===== src/rtl/key_switch_filter.sv =====
// -----------------------------------------------------------------------------
// key_switch_filter
//
// Input conditioning ahead of the three-colour lamp controller. Both raw board
// keys are synchronised and debounced. Each debounced press becomes a
// single-cycle event. These events drive a two-state virtual wall switch:
// Key[0] toggles it and Key[1] forces it off.
//
// Parameters
//   DEBOUNCE_CNT : consecutive stable cycles needed to accept a level change
//   CNT_W        : debounce counter width, 2**CNT_W must exceed DEBOUNCE_CNT
//
// Ports
//   Sys_CLK      in  1 : system clock
//   Sys_RST      in  1 : synchronous reset, active low
//   Key          in  2 : raw push-buttons, active low, asynchronous, bouncing
//   key_state    out 2 : debounced level per key, 1 = pressed
//   press_pulse  out 2 : one-cycle pulse per key on each debounced press
//   fake_switch  out 1 : virtual switch level, 1 = on
// -----------------------------------------------------------------------------
module key_switch_filter #(
   parameter int DEBOUNCE_CNT = 250000,
   parameter int CNT_W        = 18
) (
   input  logic       Sys_CLK,
   input  logic       Sys_RST,
   input  logic [1:0] Key,
   output logic [1:0] key_state,
   output logic [1:0] press_pulse,
   output logic       fake_switch
);

   // The commit fires on the cycle where the count would reach DEBOUNCE_CNT.
   localparam logic [CNT_W-1:0] CNT_LAST = CNT_W'(DEBOUNCE_CNT - 1);

   // Two-flop synchroniser. It resets to released (1) so that no reset
   // artefact can appear as a press.
   logic [1:0] sync1_reg;
   logic [1:0] sync2_reg;

   always_ff @(posedge Sys_CLK) begin
      if (!Sys_RST) begin
         sync1_reg <= 2'b11;
         sync2_reg <= 2'b11;
      end else begin
         sync1_reg <= Key;
         sync2_reg <= sync1_reg;
      end
   end

   genvar gi;
   generate
      for (gi = 0; gi < 2; gi++) begin : g_key
         logic             stable_reg;
         logic [CNT_W-1:0] cnt_reg;
         logic             pulse_reg;

         // Any cycle in which the input agrees with the committed level
         // restarts the count, so a bounce shorter than DEBOUNCE_CNT never
         // commits. The counter clears on commit and therefore never wraps.
         always_ff @(posedge Sys_CLK) begin
            if (!Sys_RST) begin
               stable_reg <= 1'b1;
               cnt_reg    <= '0;
               pulse_reg  <= 1'b0;
            end else begin
               pulse_reg <= 1'b0;
               if (sync2_reg[gi] == stable_reg) begin
                  cnt_reg <= '0;
               end else if (cnt_reg == CNT_LAST) begin
                  stable_reg <= sync2_reg[gi];
                  cnt_reg    <= '0;
                  // Only a commit to the low (pressed) level raises an event.
                  pulse_reg  <= ~sync2_reg[gi];
               end else begin
                  cnt_reg <= cnt_reg + 1'b1;
               end
            end
         end

         assign key_state[gi]   = ~stable_reg;
         assign press_pulse[gi] = pulse_reg;
      end
   endgenerate

   // Virtual switch. When both keys press together, force-off wins.
   typedef enum logic {
      ST_OFF = 1'b0,
      ST_ON  = 1'b1
   } sw_state_t;

   sw_state_t state_reg;
   sw_state_t state_next;

   always_ff @(posedge Sys_CLK) begin
      if (!Sys_RST) begin
         state_reg <= ST_OFF;
      end else begin
         state_reg <= state_next;
      end
   end

   always_comb begin
      state_next = state_reg;
      case (state_reg)
         ST_OFF: begin
            if (press_pulse[0] && !press_pulse[1]) begin
               state_next = ST_ON;
            end
         end
         ST_ON: begin
            if (press_pulse[0] || press_pulse[1]) begin
               state_next = ST_OFF;
            end
         end
         default: state_next = ST_OFF;
      endcase
   end

   assign fake_switch = (state_reg == ST_ON);

endmodule

===== config.mk =====
export PLATFORM = sky130hd
export DESIGN_NAME = key_switch_filter
export DESIGN_NICKNAME = d
export VERILOG_FILES = /design/src/rtl/key_switch_filter.sv
export SDC_FILE = /design/constraint.sdc
export NUM_CORES = 1
export LEC_CHECK = 0
export BUFFER_PORTS_ARGS = -buffer_cell sky130_fd_sc_hd__buf_2
export CORE_MARGIN = 2
export CORE_UTILIZATION = 55
export CTS_BUF_LIST = sky130_fd_sc_hd__clkbuf_2
export DETAILED_ROUTE_END_ITERATION = 10
export GPL_TIMING_DRIVEN = 0
export PLACE_DENSITY = 0.83
export SLEW_MARGIN = 20
export SYNTH_ARGS = -nofsm -noshare
export SYNTH_HDL_FRONTEND = slang
export SYNTH_SLANG_ARGS = --single-unit

===== constraint.sdc =====
create_clock -name Sys_CLK -period 2.8 [get_ports Sys_CLK]
set_input_delay 0 -clock Sys_CLK [delete_from_list [all_inputs] [get_ports Sys_CLK]]
set_output_delay 0 -clock Sys_CLK [all_outputs]
set_load 0.03 [all_outputs]

==> reports/qor.yml, run 1 <==
die:
  start_util: 0.582
  die_w_um: 64.1
  die_area_sq_mm: 0.00411
  dieHeight_um: 64.1
  ioPinCount: 9
  rows: 21
  core_sq_mm: 0.00342
timing:
  fin_ws_ns: 0.721
  tightest_slew_ns: 0.430
  finClkSkew_ns: 0.0371
  setup-violations-final: 0
  final.setup.tns_ns: 0
  whs_ns: 0.432
  fin_crit_sh: 0.743
  rsz0062_at_grt: "false"
  hold_violations: 0
  slew_headroom: 0.709
  fin_crit_ns: 2.08
  slew_viol_final: 0
  fmax_mhz: 481
clock_tree:
  cts_buffers: 5
  cts_tree: "done"
  htree_levels: 2
  clk_latency_ns: 0.44
  ctsHoldBuffers: 5
  cts_root_buf: "clkbuf_2"
  path_clk_slew_ns: 0.23
  cts_resized: 0
  clock_path_buffers: 2
  clock-sinks: 45
  postCtsSetupRepairBufs: 0
routing:
  drc_errors: 0
  wirelength_um: 3400
  ant_nets: 0
  avgRoutedWirePerCell_um: 12.0
  first_iter_violations: 145
  vias_per_cell: 5.36
  vias: 1511
  first_pass_iters: 4
grt:
  grt_max_degree: 16
  grt_pass1_wl_um: 6090
  antenna_found_initial: 0
  grt-ovfl-total: 0
  track_usage: 0.187
  grt_pass1_vias: 1408
synthesis:
  syn_nets: 222
  yosys.area_share.simple: 0.312
  synth.avg_cell_area_sq_um: 9.20
  synth_top_area_cell: "dfxtp_1"
  synth_top_family_by_area: "simple AND/OR/NAND/NOR gates"
  synth_edf_count: 0
  ys.flop_type: "dfxtp_1"
  synthTopCellsByCount: "dfxtp_1 (45), nor2_1 (38), xnor2_1 (25), nor4_1 (14), nand3_1 (13)"
  ys_seq_area_frac: 0.453
  synth.distinct_cells: 36
  synth_area_leaders: "dfxtp_1 (45%), xnor2_1 (11%), nor2_1 (7.2%), nor4_1 (4.4%), nand4_1 (3.8%)"
  synth_top_area_frac: 0.453
  synth_most_common_cell: "dfxtp_1"
  yosys_warnings: 0
  ys_seq_elements: 45
  synthMuxAreaShare: 0
  async_flop_share: 0
  netlist_area_sq_mm: 0.00199
  synth_cells: 216
  synth_compound_area_frac: 0.0403
  synth_xor_area_frac: 0.145
  synthAdderAreaFrac: 0.0126
worst_setup_path:
  worstPathArrival_ns: 2.41
  critPathKind: "reg -> reg"
  crit_fanout: 10
  cp-start-kind: "register"
  rr_startpoint: "g_key[1].cnt_reg[0]$_SDFF_PP0_"
  cp-startpoint: "g_key[1].cnt_reg[0]$_SDFF_PP0_"
  cp-end-kind: "register"
  required_ns: 3.13
pwr:
  vdd_drop_max_v: 0.000345
  p_per_area_mw_per_mm2: 437
  power_leakage_nw: 0.685
  power_uw: 951
placed_design:
  place_area_sq_mm: 0.00208
  io_buffer_count: 7
  place_ws_ns: 0.751
  globalplace.congestion: 0.780
  hpwl_um: 2290
outcome:
  outcome: "finished clean"
layout:
  layout.area.seq_sq_um: 901
  num_antenna_cells: 0
  multi_input_area_sq_mm: 0.00101
  nets: 241
  design_area_sq_mm: 0.00218
  area_growth_pct: 9.57
  largest_reg_flops: 36
  drive_gt1_frac: 0.131
  n_fill_cell: 295
job:
  maxCapViolCount: 0
hold_path:
  hold_path_class: "reg -> reg"
  min_from: "g_key[1].pulse_reg$_SDFF_PP0_"
critical path: stages (launching register included):
cell and delay (ns):
dfxtp_1 0.44, ha_1 0.26, nand3_2 0.17, or4_4 0.56, o211ai_4 0.33, buf_6 0.19
nor2_1 0.05
path summary, 6_finish.rpt:
check,slack [ns],end,cells after the start
setup / recovery,0.72,g_key[1].cnt_reg[9]$_SDFF_PP0_,6
hold / removal,0.43,fake_switch$_SDFF_PN0_,1
setup reg to reg,0.72,g_key[1].cnt_reg[9]$_SDFF_PP0_,6
hold reg to reg,0.43,fake_switch$_SDFF_PN0_,1
through the flow:
step                      instances   util
after floorplan                 216      -
after global placement          269  0.609
after detailed placement        269  0.609
after CTS                       282  0.638
after global routing            282  0.638
final                           282  0.638
report_power, final:
part / total [mW] / switching, mW / internal, mW
combinational: 0.0217 / 0.0108 / 0.0109
clock: 0.281 / 0.218 / 0.0636
sequential: 0.648 / 0.00243 / 0.646
total: 0.951 / 0.231 / 0.720
layout by cell type, fill, tap and decap left out, drive strengths merged, types with 4 or more instances in the layout:
cell / instances
nand4: 13
dlygate4sd3: 5
xnor2: 25
o21ai: 4
buf: 12
nor2: 38
nand2: 7
inv: 7
dfxtp: 45
nor3: 6
clkbuf: 6
xor2: 8
nor4: 15
nand3: 15
nand2b: 6
cell type report:
class                   instances  area share
repair buffers                 12      0.0391
flip-flops and latches         45       0.414
plain buffers                   6      0.0213
clock inverters                 3      0.0103
well taps                      46      0.0264
inverters                       7      0.0121
multi-input cells             158       0.466
clock buffers                   5      0.0115
layer usage:
layer,global-route usage,vias up,share of wire
li1,-,788,-
met1,0.235,691,0.48
met2,0.310,26,0.47
met3,0.0423,6,0.037
met4,0.0798,0,0.013
met5,0,-,0
cell families (layout without fill, tap and decap cells):
group | after synthesis | after routing
AOI/OAI and AO/OA | 9 | 9
xor gates and xnor gates | 33 | 33
adders and majority gates | 2 | 2
buffers and inverters | 13 | 33
DFF | 45 | 45
and+or+nand+nor | 114 | 114
Note: power is estimated with default switching activity, not from simulation.
==> inputs of run 2 (changes only) <==
==> constraint.sdc (replaced) <==
create_clock -name Sys_CLK -period 2 [get_ports Sys_CLK]
set_input_delay 0 -clock Sys_CLK [delete_from_list [all_inputs] [get_ports Sys_CLK]]
set_output_delay 0 -clock Sys_CLK [all_outputs]
set_load 0.03 [all_outputs]
==> run 2 against run 1 <==
Design area up 2.4%. Clock skew down 0.0046 ns. Non-clock buffer count up 5. Sequential share of layout area down 0.78 points. Via count up 0.79%. Sequential cell count unchanged. Clock-buffer cell count unchanged.
==> reports/qor.yml, run 2 (same netlist as run 1, synthesis figures left out) <==
routing:
  avgRoutedWirePerCell_um: 12.1  # +0.20%
  vias: 1523  # +0.79%
  first_pass_iters: 4  # unchanged
  vias_per_cell: 5.31  # -0.96%
  wirelength_um: 3460  # +2.0%
  first_iter_violations: 148  # +2.1%
  ant_nets: 0  # unchanged
  drc_errors: 0  # unchanged
worst_setup_path:
  cp-end-kind: "register"
  worstPathArrival_ns: 2.27  # -0.14 ns
  rr_startpoint: "g_key[1].cnt_reg[1]$_SDFF_PP0_"
  cp-start-kind: "register"
  required_ns: 2.34  # -0.79 ns
  cp_top_family: "simple AND/OR/NAND/NOR gates"
  path_buf_inv: 1  # unchanged
  r2r_cells: 6  # unchanged
  reg2reg_setup_slack_ns: 0.07  # -0.65 ns
  critPathKind: "reg -> reg"
  critPathMaxStageDelay_ns: 0.56  # about the same
  slowest_stage: "or4_4"
  r2r_end: "g_key[1].cnt_reg[9]$_SDFF_PP0_"
  crit_chain: "ha_2, nand3_2, or4_4, o211ai_4, buf_6, nor2_1"
  crit_fanout: 10  # unchanged
timing:
  hold_violations: 0  # unchanged
  fin_ws_ns: 0.0702  # -0.650 ns
  slew_viol_final: 0  # unchanged
  final.setup.tns_ns: 0  # unchanged
  slew_headroom: 0.697  # -0.0128
  tightest_slew_ns: 0.455  # +0.0253 ns
  fin_crit_ns: 1.93  # -0.150 ns
  setup-violations-final: 0  # unchanged
  finClkSkew_ns: 0.0326  # -0.00457 ns
  fin_crit_sh: 0.965  # +0.222
  fmax_mhz: 518  # +7.7%
hold_path:
  min_from: "g_key[1].pulse_reg$_SDFF_PP0_"
  hold_path_class: "reg -> reg"
  min_to: "fake_switch$_SDFF_PN0_"
  hold_path_depth: 1  # unchanged
die:
  die_area_sq_mm: 0.00411  # unchanged
  rows: 21  # unchanged
  dieHeight_um: 64.1  # unchanged
  start_util: 0.582  # unchanged
  die_w_um: 64.1  # unchanged
  ioPinCount: 9  # unchanged
  core_sq_mm: 0.00342  # unchanged
placed_design:
  io_buffer_count: 7  # unchanged
  hpwl_um: 2290  # unchanged
  place_area_sq_mm: 0.00208  # unchanged
  globalplace.congestion: 0.780  # unchanged
  place_ws_ns: -0.0491  # -0.800 ns
pwr:
  p_clk_frac: 0.296  # about the same
  pwr-share-comb: 0.026  # +0.003
  p_per_area_mw_per_mm2: 601  # +38%
  p_sw_frac: 0.244  # +0.00163
  power_mw: 1.34  # +41%
  internal-power_mw: 1.01  # +40%
  power_leakage_nw: 0.704  # +2.9%
  p_sw_uw: 327  # +42%
  seqPwrFrac: 0.678  # -0.003
  vdd_drop_max_v: 0.000487  # +41%
grt:
  track_usage: 0.189  # +0.00149
  grt-ovfl-total: 0  # unchanged
  grt_pass1_wl_um: 6150  # +0.90%
  grt_pass1_vias: 1428  # +1.4%
  antenna_found_initial: 0  # unchanged
  grt_max_degree: 16  # unchanged
outcome:
  outcome: "finished clean"
layout:
  num_antenna_cells: 0  # unchanged
  largest_reg_flops: 36  # unchanged
  drive_gt1_frac: 0.166  # +0.0346
  nets: 246  # +2.1%
  area_growth_pct: 12.1
  final_common_cell: "dfxtp_1"
  design_area_sq_mm: 0.00223  # +2.4%
  utilization: 0.653  # +0.0150
  final_cell_mix: "dfxtp_1 (42), nor2_1 (38), xnor2_1 (25)"
clock_tree:
  clock_path_buffers: 2  # unchanged
  clk_latency_ns: 0.44  # about the same
  path_clk_slew_ns: 0.22  # about the same
  htree_levels: 2  # unchanged
  cts_tree: "done"
  clock-sinks: 45  # unchanged
  cts_buffers: 5  # unchanged
  cts_root_buf: "clkbuf_2"
job:
  maxCapViolCount: 0  # unchanged
-- run 2: cell count changes in the layout (fill, tap and decap cells not counted) --
| cell | previous run | this run |
|---|---|---|
| buf_4 | 2 | 7 |
| dfxtp_1 | 45 | 42 |
| dfxtp_2 | 0 | 3 |
| ha_1 | 2 | 1 |
| ha_2 | 0 | 1 |
| nand3_2 | 2 | 1 |
| nand3_4 | 0 | 1 |
-- run 2: how the worst max path moves through the flow --
stage | to | cells past startpoint | from
global route | g_key[1].cnt_reg[9]$_SDFF_PP0_ | 6 | g_key[1].cnt_reg[1]$_SDFF_PP0_
CTS | g_key[0].cnt_reg[1]$_SDFF_PP0_ | 5 | g_key[0].cnt_reg[0]$_SDFF_PP0_
floorplan | g_key[1].cnt_reg[16]$_SDFF_PP0_ | 6 | g_key[1].cnt_reg[0]$_SDFF_PP0_
global placement | g_key[1].cnt_reg[13]$_SDFF_PP0_ | 6 | g_key[1].cnt_reg[0]$_SDFF_PP0_
finish | g_key[1].cnt_reg[9]$_SDFF_PP0_ | 6 | g_key[1].cnt_reg[1]$_SDFF_PP0_
detailed placement | g_key[1].cnt_reg[9]$_SDFF_PP0_ | 6 | g_key[1].cnt_reg[0]$_SDFF_PP0_
-- run 2: timing repair --
| action | CTS | global route |
|---|---|---|
| hold buffers | 5 | 0 |
| pin swaps | 2 | 0 |
| buffers inserted | 5 | 0 |
| setup endpoints to repair | 20 | 28 |
| endpoints found under the hold margin | 6 | 0 |
| gates resized for setup | 1 | 4 |
-- run 2: per-stage QoR --
stage | std cells | hold WS (ns)
6_report | 287 | 0.432
5_1_grt | 287 | 0.475
4_1_cts | 287 | 0.436
3_5_place_dp | 269 | 0.189
3_3_place_gp | 269 | 0.182
2_1_floorplan | 216 | 0.101
-- run 2: worst register-to-register path, stage by stage, from the launching register on --
cell and delay [ns]:
dfxtp_1 0.42, ha_2 0.23, nand3_2 0.16, or4_4 0.56
o211ai_4 0.26, buf_6 0.17, nor2_1 0.06
-- run 2: area by class of cell --
cell class                      instances  area [sq um]
Inverter                                7          26.3
Fill cell                             284          1190
Clock inverter                          3          22.5
Buffer                                  6          46.3
Clock buffer                            5          25.0
Timing Repair Buffer                   17           123
Multi-Input combinational cell        158          1020
Tap cell                               46          57.6
Sequential cell                        45           905
-- run 2: routing by layer --
| metal | GRT usage | up-vias | wire, um |
|---|---|---|---|
| met1 | 0.238 | 697 | 1650 |
| li1 | - | 801 | - |
| met4 | 0.0798 | 0 | 44 |
| met2 | 0.311 | 20 | 1680 |
| met3 | 0.0423 | 5 | 94 |
| met5 | 0 | - | 0 |
-- run 2: power by group through the flow --
| stage | sequential (mW) | clock [mW] | combinational (mW) |
|---|---|---|---|
| after floorplan | 0.924 | 0 | 0.0171 |
| after global placement | 0.924 | 0 | 0.0220 |
| after detailed placement | 0.924 | 0 | 0.0227 |
| after CTS | 0.908 | 0.408 | 0.0338 |
| after global routing | 0.910 | 0.433 | 0.0379 |
| final | 0.908 | 0.397 | 0.0343 |
